==> src/rtl/expr_pkg.sv <==
// Shared token codes, ASCII constants and sizing defaults for the expression
// emitter and any downstream expression checker.
package expr_pkg;

  typedef enum logic [2:0] {
    TOK_DIGIT = 3'd0,
    TOK_PLUS  = 3'd1,
    TOK_MUL   = 3'd2,
    TOK_LPAR  = 3'd3,
    TOK_RPAR  = 3'd4,
    TOK_END   = 3'd5
  } tok_e;

  typedef enum logic [1:0] {
    ST_OPND,
    ST_OPR,
    ST_CLOSE,
    ST_ERR
  } state_e;

  localparam logic [7:0] ASCII_ZERO = 8'h30;
  localparam logic [7:0] ASCII_PLUS = 8'h2B;
  localparam logic [7:0] ASCII_MUL  = 8'h2A;
  localparam logic [7:0] ASCII_LPAR = 8'h28;
  localparam logic [7:0] ASCII_RPAR = 8'h29;

  localparam int unsigned DEFAULT_MAX_DEPTH = 7;

endpackage

==> src/rtl/expr_emitter_if.sv <==
// Token-in / character-out bundle of the expression emitter.
interface expr_emitter_if;
  logic       tok_valid;
  logic [2:0] tok_type;
  logic [3:0] tok_digit;
  logic       tok_ready;
  logic [7:0] out;
  logic       out_valid;
  logic       done;
  logic       err;

  modport master (
    output tok_valid, tok_type, tok_digit,
    input  tok_ready, out, out_valid, done, err
  );

  modport slave (
    input  tok_valid, tok_type, tok_digit,
    output tok_ready, out, out_valid, done, err
  );
endinterface

==> src/rtl/expr_ascii_enc.sv <==
// Combinational token/digit to ASCII character map; non-printing codes give 0.
module expr_ascii_enc
  import expr_pkg::*;
(
  input  tok_e       tok_type_i,
  input  logic [3:0] digit_i,
  output logic [7:0] ascii_o
);

  always_comb begin
    ascii_o = '0;
    case (tok_type_i)
      TOK_DIGIT: ascii_o = ASCII_ZERO + {4'h0, digit_i};
      TOK_PLUS:  ascii_o = ASCII_PLUS;
      TOK_MUL:   ascii_o = ASCII_MUL;
      TOK_LPAR:  ascii_o = ASCII_LPAR;
      TOK_RPAR:  ascii_o = ASCII_RPAR;
      default:   ascii_o = '0;
    endcase
  end

endmodule

==> src/rtl/expr_emitter.sv <==
// Grammar-checking token-to-ASCII emitter; auto-closes open parentheses on END
// and latches a sticky error on any token the grammar does not allow.
module expr_emitter
  import expr_pkg::*;
#(
  parameter int unsigned MAX_DEPTH = DEFAULT_MAX_DEPTH
) (
  input logic           clk,
  input logic           clr,
  expr_emitter_if.slave bus
);

  localparam int unsigned    DW        = $clog2(MAX_DEPTH + 1);
  localparam logic [DW-1:0]  DEPTH_MAX = DW'(MAX_DEPTH);
  localparam logic [DW-1:0]  DEPTH_ONE = DW'(1);

  state_e        state_q, state_d;
  logic [DW-1:0] depth_q, depth_d;
  logic [7:0]    out_q, out_d;
  logic          out_valid_q, out_valid_d;
  logic          done_q, done_d;
  logic          err_q, err_d;
  logic          accept, bad;
  tok_e          tok, enc_type;
  logic [7:0]    enc_ascii;

  assign tok           = tok_e'(bus.tok_type);
  assign bus.tok_ready = (state_q != ST_CLOSE);
  assign accept        = bus.tok_valid & bus.tok_ready;
  // During auto-close the encoder is fed RPAR regardless of the idle token bus
  assign enc_type      = (state_q == ST_CLOSE) ? TOK_RPAR : tok;

  expr_ascii_enc u_enc (
    .tok_type_i (enc_type),
    .digit_i    (bus.tok_digit),
    .ascii_o    (enc_ascii)
  );

  always_comb begin
    state_d     = state_q;
    depth_d     = depth_q;
    out_valid_d = 1'b0;
    done_d      = 1'b0;
    err_d       = err_q;
    bad         = 1'b0;
    case (state_q)
      ST_OPND: if (accept) begin
        if (tok == TOK_DIGIT && bus.tok_digit <= 4'd9) begin
          out_valid_d = 1'b1;
          state_d     = ST_OPR;
        end else if (tok == TOK_LPAR && depth_q < DEPTH_MAX) begin
          out_valid_d = 1'b1;
          depth_d     = depth_q + 1'b1;
        end else begin
          bad = 1'b1;
        end
      end
      ST_OPR: if (accept) begin
        case (tok)
          TOK_PLUS, TOK_MUL: begin
            out_valid_d = 1'b1;
            state_d     = ST_OPND;
          end
          TOK_RPAR: begin
            if (depth_q != '0) begin
              out_valid_d = 1'b1;
              depth_d     = depth_q - 1'b1;
            end else begin
              bad = 1'b1;
            end
          end
          TOK_END: begin
            if (depth_q == '0) begin
              done_d  = 1'b1;
              state_d = ST_OPND;
            end else begin
              state_d = ST_CLOSE;
            end
          end
          default: bad = 1'b1;
        endcase
      end
      ST_CLOSE: begin
        out_valid_d = 1'b1;
        depth_d     = depth_q - 1'b1;
        if (depth_q == DEPTH_ONE) begin
          done_d  = 1'b1;
          state_d = ST_OPND;
        end
      end
      default: err_d = 1'b1;
    endcase
    if (bad) begin
      state_d = ST_ERR;
      err_d   = 1'b1;
    end
    out_d = out_valid_d ? enc_ascii : '0;
  end

  always_ff @(posedge clk) begin
    if (clr) begin
      state_q     <= ST_OPND;
      depth_q     <= '0;
      out_q       <= '0;
      out_valid_q <= 1'b0;
      done_q      <= 1'b0;
      err_q       <= 1'b0;
    end else begin
      state_q     <= state_d;
      depth_q     <= depth_d;
      out_q       <= out_d;
      out_valid_q <= out_valid_d;
      done_q      <= done_d;
      err_q       <= err_d;
    end
  end

  assign bus.out       = out_q;
  assign bus.out_valid = out_valid_q;
  assign bus.done      = done_q;
  assign bus.err       = err_q;

endmodule

==> src/flat_wrapper.sv <==
// flat-port wrapper written by rule: the top's interface ports become plain ports
module expr_emitter_flat import expr_pkg::*;
#(
  parameter int unsigned MAX_DEPTH = DEFAULT_MAX_DEPTH
)
  (clk, clr, bus_tok_valid, bus_tok_type, bus_tok_digit, bus_tok_ready, bus_out, bus_out_valid, bus_done, bus_err);
  expr_emitter_if bus_i ();
  input logic clk;
  input logic clr;
  input wire logic [$bits(bus_i.tok_valid)-1:0] bus_tok_valid;
  input wire logic [$bits(bus_i.tok_type)-1:0] bus_tok_type;
  input wire logic [$bits(bus_i.tok_digit)-1:0] bus_tok_digit;
  output wire logic [$bits(bus_i.tok_ready)-1:0] bus_tok_ready;
  output wire logic [$bits(bus_i.out)-1:0] bus_out;
  output wire logic [$bits(bus_i.out_valid)-1:0] bus_out_valid;
  output wire logic [$bits(bus_i.done)-1:0] bus_done;
  output wire logic [$bits(bus_i.err)-1:0] bus_err;
  assign bus_i.tok_valid = bus_tok_valid;
  assign bus_i.tok_type = bus_tok_type;
  assign bus_i.tok_digit = bus_tok_digit;
  assign bus_tok_ready = bus_i.tok_ready;
  assign bus_out = bus_i.out;
  assign bus_out_valid = bus_i.out_valid;
  assign bus_done = bus_i.done;
  assign bus_err = bus_i.err;
  expr_emitter #(.MAX_DEPTH(MAX_DEPTH)) u_core (.clk(clk), .clr(clr), .bus(bus_i));
endmodule
==> config.mk <==
export PLATFORM = sky130hd
export DESIGN_NAME = expr_emitter_flat
export DESIGN_NICKNAME = d
export VERILOG_FILES = /design/src/rtl/expr_pkg.sv /design/src/rtl/expr_emitter_if.sv /design/src/rtl/expr_ascii_enc.sv /design/src/rtl/expr_emitter.sv /design/src/flat_wrapper.sv
export SDC_FILE = /design/constraint.sdc
export NUM_CORES = 1
export LEC_CHECK = 0
export ABC_CLOCK_PERIOD_IN_PS = 2200
export CORE_UTILIZATION = 49
export CTS_CLUSTER_DIAMETER = 120
export DETAILED_ROUTE_END_ITERATION = 7
export PLACE_DENSITY = 0.78
export SLEW_MARGIN = 30
export SYNTH_ARGS = -nofsm -noshare
export SYNTH_HDL_FRONTEND = slang
export SYNTH_HIERARCHICAL = 1
export SYNTH_SLANG_ARGS = --single-unit
==> constraint.sdc <==
create_clock -name clk -period 2.2 [get_ports clk]
set_input_delay 0.44 -clock clk [delete_from_list [all_inputs] [get_ports clk]]
set_output_delay 0.44 -clock clk [all_outputs]
set_load 0.005 [all_outputs]
* Word-level counts from Yosys, hierarchy flattened *
Cells that the tools add are included.

storage, ports and cells
  register bits after elaboration = 16
  bits of input ports = 10
  output and inout bits = 12
  logic and storage cells = 91

operators by class
  $add $sub $neg = 3
  $lt $le $gt $ge = 2
  equality and inequality tests = 25
  multiplexer cells = 38
  bitwise logic cells = 2
  reductions and logical operators = 15

operator list
  operator             number
  $pmux 8 s5           1
  $mux 3               7
  $mux 1               16
  $eq 3x2->1 const B   4
  $mux 2               6
  $ne 2x1->1 const B   5
  $eq 3x1->1 const B   3
  $eq 3x3->1 const B   3
  $logic_not 3->1      3
  $ne 3x1->1 const B   3
  $pmux 3 s3           1
  $pmux 1 s2           4
  $add 6x4->7 const A  1
  $reduce_and 7->1     1
  $ne 2x2->1 const B   3
  $pmux 2 s3           1
  $reduce_and 6->1     1
  $reduce_bool 3->1    2
  $reduce_or 3->1      2
  $le 4x4->1 const B   1
  $ne 4x2->1 const B   1
  $pmux 2 s2           1
  $reduce_bool 4->1    1
  $reduce_or 2->1      2
  11 further kinds     12

* Longest topological paths before layout *
  depth after elaboration = 8
  depth in mapped cells = 7

* Hierarchy *
Netlist, hierarchy kept.

modules (own cells, without submodules)
  module          times used  cells each  area an instance (um^2)  seq. area each (um^2)
  expr_emitter    1           99          897.1                    320.3
  expr_ascii_enc  1           12          80.1                     0.0

* Worst setup path before layout *
Ideal clock, no wire load.

  path kind = reg-to-reg
  start = register u_core.state_q[1]
  end = register u_core.depth_q[2]
  setup time = 0.070 ns
  arrival = 1.782 ns
  required time = 2.130 ns
  path slack = 0.348 ns
  stages on the path, launching flop included = 8
  clock period less this slack = 1.852 ns
  cell sequence = dfxtp_1 -> inv_1 -> ha_1 -> inv_1 -> a31oi_1 -> or3b_4 -> or3_1 -> a21oi_1

between the ends
  cells in the longest elaborated chain, start to end = 4

RTL lines
  element                            line                 RTL
  start, declared                    expr_emitter.sv:17   state_e state_q, state_d;
  start signal, assigned             expr_emitter.sv:109  state_q <= state_d;
  $ne 2x2->1                         expr_emitter.sv:28   assign bus.tok_ready = (state_q != ST_CLOSE);
  $and 1x1->1                        expr_emitter.sv:29   assign accept = bus.tok_valid & bus.tok_ready;
  $ne 2x1->1 (no source line)        --
  $reduce_and 7->1 (no source line)  --
  end signal, assigned               expr_emitter.sv:110  depth_q <= depth_d;
  end, declared                      expr_emitter.sv:18   logic [DW-1:0] depth_q, depth_d;

Several ways; a longest one is shown, not always the timed one.
A chain may end at the register's enable or synchronous reset.

* Worst setup path in the final report *
  start = register u_core.state_q[0]
  end = output port bus_tok_ready

between the ends
  cells in the longest elaborated chain, start to end = 1

RTL lines
  element        line                RTL
  $ne 2x2->1     expr_emitter.sv:28
  end, declared  flat_wrapper.sv:13  output wire logic [$bits(bus_i.tok_ready)-1:0] bus_tok_ready;

Every way passes these cells.

==> results.json <==
{
  "status": "finished, final reports clean",
  "grt_setup_unrepaired": "false",
  "fin_util": 0.7111,
  "layout-drive-gt1-share": 0.1511,
  "worst-path-buf-inv": 3,
  "firstDrtPassIters": 5,
  "grt_pass1_vias": 744,
  "cts_sinks": 16,
  "antenna_found_initial": 0,
  "setup.worst_path.end_class": "output pin",
  "die_area_sq_um": 2177,
  "die_width_um": 46.66,
  "cellLeakagePower_uw": 0.0005177,
  "maxCapViolCount": 0,
  "wirelength_um": 2061,
  "synthCells": 111,
  "arrival_ns": 1.62,
  "crit_type": "flip-flop to output pin",
  "synth_area_sq_um": 977.2,
  "area_growth_pct": 31.11,
  "cts.clk_slew.worst_paths_ns": 0.09,
  "gr-total-overflow": 0,
  "ys_top_cells_by_count": "dfxtp_1, and2_1, ha_1",
  "synth_seq_area_share": 0.3278,
  "ant_nets": 0,
  "core_area_sq_um": 1802,
  "synth_area_leader_cell": "dfxtp_1",
  "vias_per_cell": 5.287,
  "grt_first_pass_wirelength_um": 3222,
  "final.min_clock_period_ns": 2.063,
  "grt_max_degree": 10,
  "synth_most_common_cell": "dfxtp_1",
  "clock_skew_ns": 0.008903,
  "synth.distinct_cells": 42,
  "r2r_start": "u_core/depth_q[0]$_SDFFE_PP0P_",
  "cp_slowest_stage_delay_ns": 0.51,
  "antenna_cells": 0,
  "syn_avg_cell_area_sq_um": 8.803,
  "hold_viol": 0,
  "htreeDepth": 1,
  "drt_iter0_drc": 31,
  "hpwlAfterDp_um": 1604,
  "synthFlopType": "dfxtp_1",
  "vdd.ir_drop.worst_mv": 0.7736,
  "drc": 0,
  "finalSetupViolCount": 0,
  "regToRegEndpoint": "u_core/depth_q[2]$_SDFFE_PP0P_",
  "endpoint": "bus_tok_ready",
  "io_buffers": 21,
  "async_flop_share": 0,
  "dieHeight_um": 46.66,
  "min_path_type": "flip-flop to flip-flop",
  "crit_top_cell": "inv_1",
  "drv_slew": 0,
  "fin_ws_ns": 0.1370,
  "crit_chain": "inv_1 > ha_2 > inv_1 > clkdlybuf4s50_1",
  "gp_congestion": 0.7869,
  "tritoncts": "done",
  "boundaryPins": 22,
  "worstSkewPairLatency_ns": 0.29,
  "critPathLaunchType": "flip-flop",
  "synth_area_leaders": "dfxtp_1, ha_1, and2_1",
  "p_total_uw": 1323,
  "slowest_stage": "clkdlybuf4s50_1",
  "r2r_setup_slack_ns": 0.25,
  "fin_crit_sh": 0.9377,
  "synth_top_area_frac": 0.3278,
  "clockBufferDepth": 2,
  "rows": 15,
  "vias": 867,
  "path_max_fanout": 6,
  "synth_edf_count": 0,
  "fmax_ghz": 0.4847,
  "drt-wirelength-per-cell_um": 12.57,
  "crit_family": "buffers and inverters",
  "cp.required_ns": 1.76,
  "rr_worst_depth": 7,
  "powerDensity_nw_per_um2": 1032,
  "min_path_cells": 2,
  "ys_ff_latch": 16,
  "nets": 159,
  "crit_cells": 4,
  "place_ws_ns": -0.02100,
  "numCtsBuffers": 3,
  "nFillCells": 159,
  "grt_usage": 0.2163,
  "clockRootBuffer": "clkbuf_4",
  "ys_warn_count": 6,
  "initial_core_util": 0.5424,
  "startpoint": "u_core/state_q[0]$_SDFFE_PP0P_"
}
==> metrics by stage <==
| step | instance area (sq um) | setup TNS, ns | hold slack [ns] | std cells |
|---|---|---|---|---|
| after floorplan | 980.9 | 0 | 0.4710 | 112 |
| after global routing | 1281 | 0 | 0.5297 | 164 |
| after CTS | 1279 | 0 | 0.4953 | 164 |
| after global placement | 1241 | 0 | 0.4708 | 160 |
| final | 1281 | 0 | 0.4917 | 164 |
| after detailed placement | 1241 | -0.03881 | 0.4691 | 160 |
==> cells in the final DEF (no fill, tap or decap), drive strengths merged, types with 4 or more instances in the layout <==
master,netlist,layout
a211oi,4,4
clkdlybuf4s50,0,21
o21ai,6,6
ha,9,9
nor2,8,8
dfxtp,16,16
buf,3,5
inv,7,7
and2,10,10
clkbuf,0,4
==> timing repair <==
action	in CTS	in global routing
gates cloned	0	0
hold buffers	0	0
gates resized for setup	1	1
setup endpoints to repair	1	1
pin swaps	0	0
buffers inserted	0	0
==> state kept, by name, indices dropped and copies added, names as in the netlist <==
signal / cells
u_core/bus.out: 8
u_core/depth_q: 3
u_core/bus.done: 1
u_core/bus.err: 1
u_core/bus.out_valid: 1
u_core/state_q: 2
==> report_power, final <==
group	internal, uW	total (uW)	switching, uW
Sequential	354	397	42.4
Clock	101	195	94.0
Combinational	353	731	378
Total	808	1320	515
==> worst min-delay path by stage <==
| stage | from | to | slack, ns |
|---|---|---|---|
| after floorplan | u_core/bus.err$_SDFFE_PP0P_ | u_core/bus.err$_SDFFE_PP0P_ | 0.47 |
| after global placement | u_core/bus.err$_SDFFE_PP0P_ | u_core/bus.err$_SDFFE_PP0P_ | 0.47 |
| after detailed placement | u_core/bus.err$_SDFFE_PP0P_ | u_core/bus.err$_SDFFE_PP0P_ | 0.47 |
| after CTS | u_core/bus.err$_SDFFE_PP0P_ | u_core/bus.err$_SDFFE_PP0P_ | 0.50 |
| after global routing | u_core/bus.err$_SDFFE_PP0P_ | u_core/bus.err$_SDFFE_PP0P_ | 0.53 |
| final | u_core/bus.err$_SDFFE_PP0P_ | u_core/bus.err$_SDFFE_PP0P_ | 0.49 |
==> per-layer routing <==
metal | global-route usage | vias up | part of all wire | routed length [um]
li1 | - | 442 | - | -
met1 | 0.2593 | 400 | 0.44 | 898
met2 | 0.3694 | 25 | 0.51 | 1053
met3 | 0.05882 | 0 | 0.053 | 109
met4 | 0.06857 | 0 | 0 | 0
met5 | 0 | - | 0 | 0
==> cell families after synthesis <==
| logic type | after synthesis | share of synthesized area |
|---|---|---|
| compound gates | 26 | 0.1946 |
| xor+xnor | 2 | 0.01793 |
| fa+ha+maj | 9 | 0.1152 |
| buf+inv | 10 | 0.04609 |
| flops | 16 | 0.3278 |
| mux | 2 | 0.02049 |
| other cells | 1 | 0.003838 |
| simple gates | 45 | 0.2740 |
==> tightest hold or removal path, stage by stage (launching register included) <==
cell      delay, ns
dfxtp_1        0.34
a221oi_1       0.05
nor2_1         0.07
==> final cells by class <==
| type | instances | area (sq um) | area share |
|---|---|---|---|
| Timing Repair Buffer | 26 | 247.7 | 0.1934 |
| Tap cell | 25 | 31.28 | 0.02441 |
| Sequential cell | 16 | 321.6 | 0.2510 |
| Multi-Input combinational cell | 86 | 618.1 | 0.4824 |
| Inverter | 7 | 26.28 | 0.02051 |
| Clock buffer | 4 | 36.28 | 0.02832 |
No activity file was read; power rests on OpenSTA's default activity.
